===== src/rtl/ch_coef_load_ctrl_pkg.sv =====
// ch_coef_load_ctrl_pkg: shared RX channel-coefficient types, defaults and width helper
package ch_coef_load_ctrl_pkg;
    typedef enum logic [2:0] {IDLE, LOAD, ISSUE, WAIT, DONE} ch_ctrl_state_t;
    localparam int CH_DEPTH = 13;
    localparam int CH_SYMS_PER_FRAME = 8;
    function automatic int ch_w(input int n);
        return n > 1 ? $clog2(n) : 1;
    endfunction
endpackage


===== src/rtl/ch_coef_load_ctrl_if.sv =====
// ch_coef_load_ctrl_if: estimator, coefficient-bank and equalizer handshake bundle
interface ch_coef_load_ctrl_if import ch_coef_load_ctrl_pkg::*; #(
    parameter int DEPTH = CH_DEPTH,
    parameter int SYMS_PER_FRAME = CH_SYMS_PER_FRAME
);
    logic i_coef_valid;
    logic o_coef_ready;
    logic o_wr_en;
    logic [ch_w(DEPTH)-1:0] o_wr_idx;
    logic o_equ_start;
    logic i_equ_done;
    logic [ch_w(SYMS_PER_FRAME)-1:0] o_sym_idx;
    modport master (
        input  i_coef_valid, i_equ_done,
        output o_coef_ready, o_wr_en, o_wr_idx, o_equ_start, o_sym_idx
    );
    modport slave (
        output i_coef_valid, i_equ_done,
        input  o_coef_ready, o_wr_en, o_wr_idx, o_equ_start, o_sym_idx
    );
endinterface


===== src/rtl/ch_ctrl_timeout_cnt.sv =====
// ch_ctrl_timeout_cnt: clearable wait counter flagging the last allowed wait cycle
module ch_ctrl_timeout_cnt import ch_coef_load_ctrl_pkg::*; #(
    parameter int TIMEOUT = 1024
) (
    input  logic clk,
    input  logic i_rst_n,
    input  logic clr,
    input  logic en,
    output logic expired
);
    localparam int TW = ch_w(TIMEOUT);
    logic [TW-1:0] cnt;
    always_ff @(posedge clk or negedge i_rst_n)
        if (!i_rst_n) cnt <= '0;
        else if (clr) cnt <= '0;
        else if (en) cnt <= cnt + 1'b1;
    assign expired = en && cnt == TW'(TIMEOUT - 1);
endmodule


===== src/rtl/ch_coef_load_ctrl.sv =====
// ch_coef_load_ctrl: loads one coefficient set per frame, then sequences equalizer starts per symbol
module ch_coef_load_ctrl import ch_coef_load_ctrl_pkg::*; #(
    parameter int DEPTH = CH_DEPTH,
    parameter int SYMS_PER_FRAME = CH_SYMS_PER_FRAME,
    parameter int TIMEOUT = 1024
) (
    input  logic clk,
    input  logic i_rst_n,
    input  logic i_start,
    input  logic i_abort,
    ch_coef_load_ctrl_if.master bus,
    output logic o_busy,
    output logic o_frame_done,
    output logic o_err
);
    localparam int IDX_W = ch_w(DEPTH);
    localparam int SYM_W = ch_w(SYMS_PER_FRAME);
    ch_ctrl_state_t state, state_nxt;
    logic [IDX_W-1:0] idx, idx_nxt;
    logic [SYM_W-1:0] sym, sym_nxt;
    logic err_nxt, expired, last_idx, last_sym;
    assign bus.o_wr_en = bus.i_coef_valid & bus.o_coef_ready;
    assign bus.o_wr_idx = idx;
    assign bus.o_sym_idx = sym;
    assign last_idx = idx == IDX_W'(DEPTH - 1);
    assign last_sym = sym == SYM_W'(SYMS_PER_FRAME - 1);
    ch_ctrl_timeout_cnt #(.TIMEOUT(TIMEOUT)) u_timer (
        .clk(clk),
        .i_rst_n(i_rst_n),
        .clr(i_abort || state != WAIT),
        .en(state == WAIT),
        .expired(expired)
    );
    always_comb begin
        state_nxt = state;
        idx_nxt = idx;
        sym_nxt = sym;
        err_nxt = i_start && state != IDLE;
        case (state)
            IDLE: if (i_start) begin
                state_nxt = LOAD;
                idx_nxt = '0;
                sym_nxt = '0;
            end
            LOAD: if (bus.o_wr_en) begin
                idx_nxt = last_idx ? '0 : idx + 1'b1;
                state_nxt = last_idx ? ISSUE : LOAD;
            end
            ISSUE: state_nxt = WAIT;
            WAIT: if (bus.i_equ_done) begin
                state_nxt = last_sym ? DONE : ISSUE;
                sym_nxt = last_sym ? sym : sym + 1'b1;
            end else if (expired) begin
                state_nxt = IDLE;
                err_nxt = 1'b1;
            end
            default: state_nxt = IDLE;
        endcase
        // abort silences every pulse of its own cycle
        if (i_abort) begin
            state_nxt = IDLE;
            idx_nxt = '0;
            sym_nxt = '0;
            err_nxt = 1'b0;
        end
    end
    always_ff @(posedge clk or negedge i_rst_n)
        if (!i_rst_n) begin
            state <= IDLE;
            idx <= '0;
            sym <= '0;
            bus.o_coef_ready <= 1'b0;
            bus.o_equ_start <= 1'b0;
            o_busy <= 1'b0;
            o_frame_done <= 1'b0;
            o_err <= 1'b0;
        end else begin
            state <= state_nxt;
            idx <= idx_nxt;
            sym <= sym_nxt;
            bus.o_coef_ready <= state_nxt == LOAD;
            bus.o_equ_start <= state_nxt == ISSUE;
            o_busy <= state_nxt != IDLE;
            o_frame_done <= state_nxt == DONE;
            o_err <= err_nxt;
        end
endmodule


===== src/flat_wrapper.sv =====
// flat-port wrapper written by rule: the top's interface ports become plain ports
module ch_coef_load_ctrl_flat import ch_coef_load_ctrl_pkg::*;
#(
    parameter int DEPTH = CH_DEPTH,
    parameter int SYMS_PER_FRAME = CH_SYMS_PER_FRAME,
    parameter int TIMEOUT = 1024
)
  (clk, i_rst_n, i_start, i_abort, o_busy, o_frame_done, o_err, bus_i_coef_valid, bus_i_equ_done, bus_o_coef_ready, bus_o_wr_en, bus_o_wr_idx, bus_o_equ_start, bus_o_sym_idx);
  ch_coef_load_ctrl_if #(.DEPTH(DEPTH), .SYMS_PER_FRAME(SYMS_PER_FRAME)) bus_i ();
  input  logic clk;
  input  logic i_rst_n;
  input  logic i_start;
  input  logic i_abort;
  output logic o_busy;
  output logic o_frame_done;
  output logic o_err;
  input wire logic [$bits(bus_i.i_coef_valid)-1:0] bus_i_coef_valid;
  input wire logic [$bits(bus_i.i_equ_done)-1:0] bus_i_equ_done;
  output wire logic [$bits(bus_i.o_coef_ready)-1:0] bus_o_coef_ready;
  output wire logic [$bits(bus_i.o_wr_en)-1:0] bus_o_wr_en;
  output wire logic [$bits(bus_i.o_wr_idx)-1:0] bus_o_wr_idx;
  output wire logic [$bits(bus_i.o_equ_start)-1:0] bus_o_equ_start;
  output wire logic [$bits(bus_i.o_sym_idx)-1:0] bus_o_sym_idx;
  assign bus_i.i_coef_valid = bus_i_coef_valid;
  assign bus_i.i_equ_done = bus_i_equ_done;
  assign bus_o_coef_ready = bus_i.o_coef_ready;
  assign bus_o_wr_en = bus_i.o_wr_en;
  assign bus_o_wr_idx = bus_i.o_wr_idx;
  assign bus_o_equ_start = bus_i.o_equ_start;
  assign bus_o_sym_idx = bus_i.o_sym_idx;
  ch_coef_load_ctrl #(.DEPTH(DEPTH), .SYMS_PER_FRAME(SYMS_PER_FRAME), .TIMEOUT(TIMEOUT)) u_core (.clk(clk), .i_rst_n(i_rst_n), .i_start(i_start), .i_abort(i_abort), .bus(bus_i), .o_busy(o_busy), .o_frame_done(o_frame_done), .o_err(o_err));
endmodule

===== config.mk =====
export PLATFORM = sky130hd
export DESIGN_NAME = ch_coef_load_ctrl_flat
export DESIGN_NICKNAME = d
export VERILOG_FILES = /design/src/rtl/ch_coef_load_ctrl_pkg.sv /design/src/rtl/ch_coef_load_ctrl_if.sv /design/src/rtl/ch_ctrl_timeout_cnt.sv /design/src/rtl/ch_coef_load_ctrl.sv /design/src/flat_wrapper.sv
export SDC_FILE = /design/constraint.sdc
export NUM_CORES = 1
export LEC_CHECK = 0
export ABC_AREA = 1
export CORE_MARGIN = 4
export CORE_UTILIZATION = 54
export CTS_CLUSTER_SIZE = 16
export DETAILED_ROUTE_END_ITERATION = 12
export PLACE_DENSITY_LB_ADDON = 0.12
export RECOVER_POWER = 100
export SYNTH_ARGS = -nofsm -noshare
export SYNTH_HDL_FRONTEND = slang
export SYNTH_SLANG_ARGS = --single-unit

===== constraint.sdc =====
create_clock -name clk -period 4.3 [get_ports clk]
set_input_delay 0.645 -clock clk [delete_from_list [all_inputs] [get_ports clk]]
set_output_delay 0.645 -clock clk [all_outputs]
set_load 0.03 [all_outputs]

==> metrics.md <==
| Metric | Value |
|---|---|
| Outcome | `finished clean` |
| Crit Path Max Fanout | `2` |
| Hold Path Class | `register to register` |
| Area leader, netlist | `dfrtp_1` |
| Clock Latency Late Sink | `310 ps` |
| Clock buffer depth | `2` |
| Initial DRC Count | `24` |
| Fin crit share | `0.607` |
| Final Power | `0.386 mW` |
| CP max-delay cell | `dlygate4sd3_1` |
| Die ar. | `3140 um2` |
| Synth top area cells | `dfrtp_1 (50%), nand2_1 (11%), nand3_1 (6.8%), nor2_1 (6.6%), inv_1 (5.4%)` |
| Synth-to-Final Area Change | `18.4%` |
| CTS sink count | `25` |
| Fin. max-slew vios | `0` |
| Worst-Margin Slew | `1070 ps` |
| Crit path buf inv count | `3` |
| Pleak | `0.738 nW` |
| Clock Skew | `5.59 ps` |
| Mapped Area | `1240 um2` |
| Antenna viol nets, final | `0` |
| # rows | `17` |
| Synth Register Bits | `25` |
| Core area | `2210 um2` |
| CTS H-Tree Depth | `1` |
| Wire length per cell | `11.2 um` |
| Number of global-route vias before repair | `1003` |
| Total gr overflow | `0` |
| N_diodes | `0` |
| Drt first pass iters | `4` |
| Register area share after synthesis | `0.503` |
| Setup TNS | `0 ps` |
| Post-synthesis cell count | `154` |
| Initial antenna violation count | `0` |
| Via/cell ratio | `5.14` |
| Fin crit period | `2610 ps` |
| Synth top area share | `0.503` |
| CP Cell Sequence | `clkdlybuf4s50_1, nand2_1, inv_1, dlygate4sd3_1` |
| I/O pins | `19` |
| Vias | `1049` |
| Synth unique cells | `22` |
| Synth Area per Inst | `8.08 um2` |
| Post-CTS Setup Inserts | `0` |
| TritonCTS clock tree | `done` |
| Starting Density | `0.563` |
| Final Util | `0.666` |
| CP max stage delay | `740 ps` |
| Routed WL | `2290 um` |
| Worst Path Required | `3650 ps` |
| Max-Cap Viols | `0` |
| CTS root buf | `clkbuf_4` |
| Worst Setup End Kind | `output pin` |
| Final setup fails | `0` |
| Crit start category | `primary input` |
| Peak VDD IR | `0.187 mV` |
| Clock-pin slew on the worst setup and hold paths | `130 ps` |
| Synth Net Count | `165` |
| Max transition margin | `0.282` |
| Fmax | `0.383 GHz` |
| Post-CTS Resized | `0` |
| Hold buffers post-CTS | `0` |
| Pwr/cell area | `262 nW/um2` |
| CP Data Arrival Time | `1960 ps` |
| # port buffers | `18` |
| Final Wtd Congestion | `0.779` |
| Die Wd | `56.0 um` |
| Crit Path Category | `primary input to output pin` |
| Die Height | `56.0 um` |
| RSZ-0062 raised after global routing | `false` |
| Fin. Hold Viols | `0` |
| Tot GR Track Use | `0.160` |
| Largest net degree at the start of global routing | `26` |
| Hpwl dp | `1770 um` |
| Share of cells above drive strength 1 | `0.0284` |
| Residual DRC | `0` |
| Ys Warns | `0` |
| First-pass GRT wire length | `4090 um` |
| Final nets | `188` |
| CTS Buf Count | `3` |
| Crit-path leading delay family | `buffers and inverters` |
==> layout make-up <==
| type | count | area (um2) |
|---|---|---|
| sequential | 25 | 626 |
| timing repair buffer | 18 | 180 |
| fill | 197 | 738 |
| clock buffer | 4 | 26.3 |
| tap | 28 | 35.0 |
| inverter | 19 | 71.3 |
| multi-input combinational | 110 | 536 |
==> power by group <==
group          internal, mW  switching [mW]  total [mW]  leakage (nW)
Clock                0.0362          0.0665       0.103        0.0150
Combinational        0.0142          0.0273      0.0415         0.378
Sequential            0.239         0.00278       0.242         0.345
Total                 0.289          0.0966       0.386         0.738
==> cells in the mapped netlist, drive strengths merged <==
library cell / number
ha: 5
or2: 1
nor4: 1
a21boi: 1
a21oi: 10
o21ai: 8
a22oi: 1
nand2: 36
dfrtp: 25
xor2: 1
o21bai: 1
nor2: 25
nor3: 1
nand3: 18
inv: 19
a211oi: 1
==> cells in the final DEF, fill, tap and decap left out <==
| cell type | synthesis | routed |
|---|---|---|
| a21oi_1 | 10 | 10 |
| ha_1 | 5 | 5 |
| nor2_2 | 2 | 1 |
| o21bai_1 | 1 | 1 |
| nor3_1 | 1 | 1 |
| nand2_1 | 35 | 36 |
| a211oi_1 | 1 | 1 |
| nand3_2 | 1 | 1 |
| a22oi_1 | 1 | 1 |
| clkbuf_4 | 0 | 3 |
| nor4_1 | 1 | 1 |
| nor2_1 | 22 | 24 |
| dlygate4sd3_1 | 0 | 15 |
| clkdlybuf4s50_1 | 0 | 3 |
| inv_1 | 18 | 19 |
| clkbuf_1 | 0 | 1 |
| dfrtp_1 | 25 | 25 |
| xor2_1 | 1 | 1 |
| o21ai_0 | 7 | 8 |
| a21boi_0 | 1 | 1 |
| nand3_1 | 17 | 17 |
| or2_0 | 1 | 1 |
==> layer usage <==
metal | wire [um] | vias up | GRT usage
met4 | 18 | 0 | 0.0508
li1 | - | 544 | -
met3 | 93 | 2 | 0.0371
met1 | 1040 | 487 | 0.198
met5 | 0 | - | 0
met2 | 1140 | 16 | 0.272
==> flip-flops by register name, indices dropped and copies added (netlist names) <==
register / cells
u_core.bus.o_coef_ready: 1
u_core.bus.o_equ_start: 1
u_core.bus.o_sym_idx: 3
u_core.bus.o_wr_idx: 4
u_core.o_busy: 1
u_core.o_err: 1
u_core.o_frame_done: 1
u_core.state: 3
u_core.u_timer.cnt: 10
==> metrics by stage <==
stage	instance area (um2)	instances	setup slack, ps	hold WS (ps)
finish	1470	204	1690	498
global route	1470	204	1670	532
CTS	1490	204	1750	506
detailed placement	1460	200	1760	484
global placement	1460	200	1770	469
floorplan	1240	154	2730	349
==> worst reg2reg max path: stages (launching register included) <==
cell and delay (ps):
dfrtp_1 410, inv_1 90, nand3_2 120, nor2_1 370
inv_1 250, or2_0 250, o21ai_0 150
==> final timing paths <==
path | start | end | slack [ps] | cells past startpoint
worst max-delay path | bus_i_coef_valid | bus_o_wr_en | 1690 | 4
worst min-delay path | u_core.u_timer.cnt[0] | u_core.u_timer.cnt[0] | 500 | 1
worst max register to register | u_core.state[2] | u_core.bus.o_sym_idx[0] | 2580 | 6
worst min register to register | u_core.u_timer.cnt[0] | u_core.u_timer.cnt[0] | 500 | 1
max in group asynchronous | i_rst_n | u_core.bus.o_coef_ready | 2690 | 1
min in group asynchronous | i_rst_n | u_core.u_timer.cnt[4] | 960 | 1
==> cell families after synthesis <==
kind of cell	Yosys count	synth area share
flip-flops	25	0.503
AND/OR/NAND/NOR	82	0.286
buffers and inverters	19	0.0573
adder cells (fa/ha/maj)	5	0.0503
AO/OA/AOI/OAI	22	0.0965
XOR/XNOR	1	0.00704
Power figures use the tool's default switching activity.
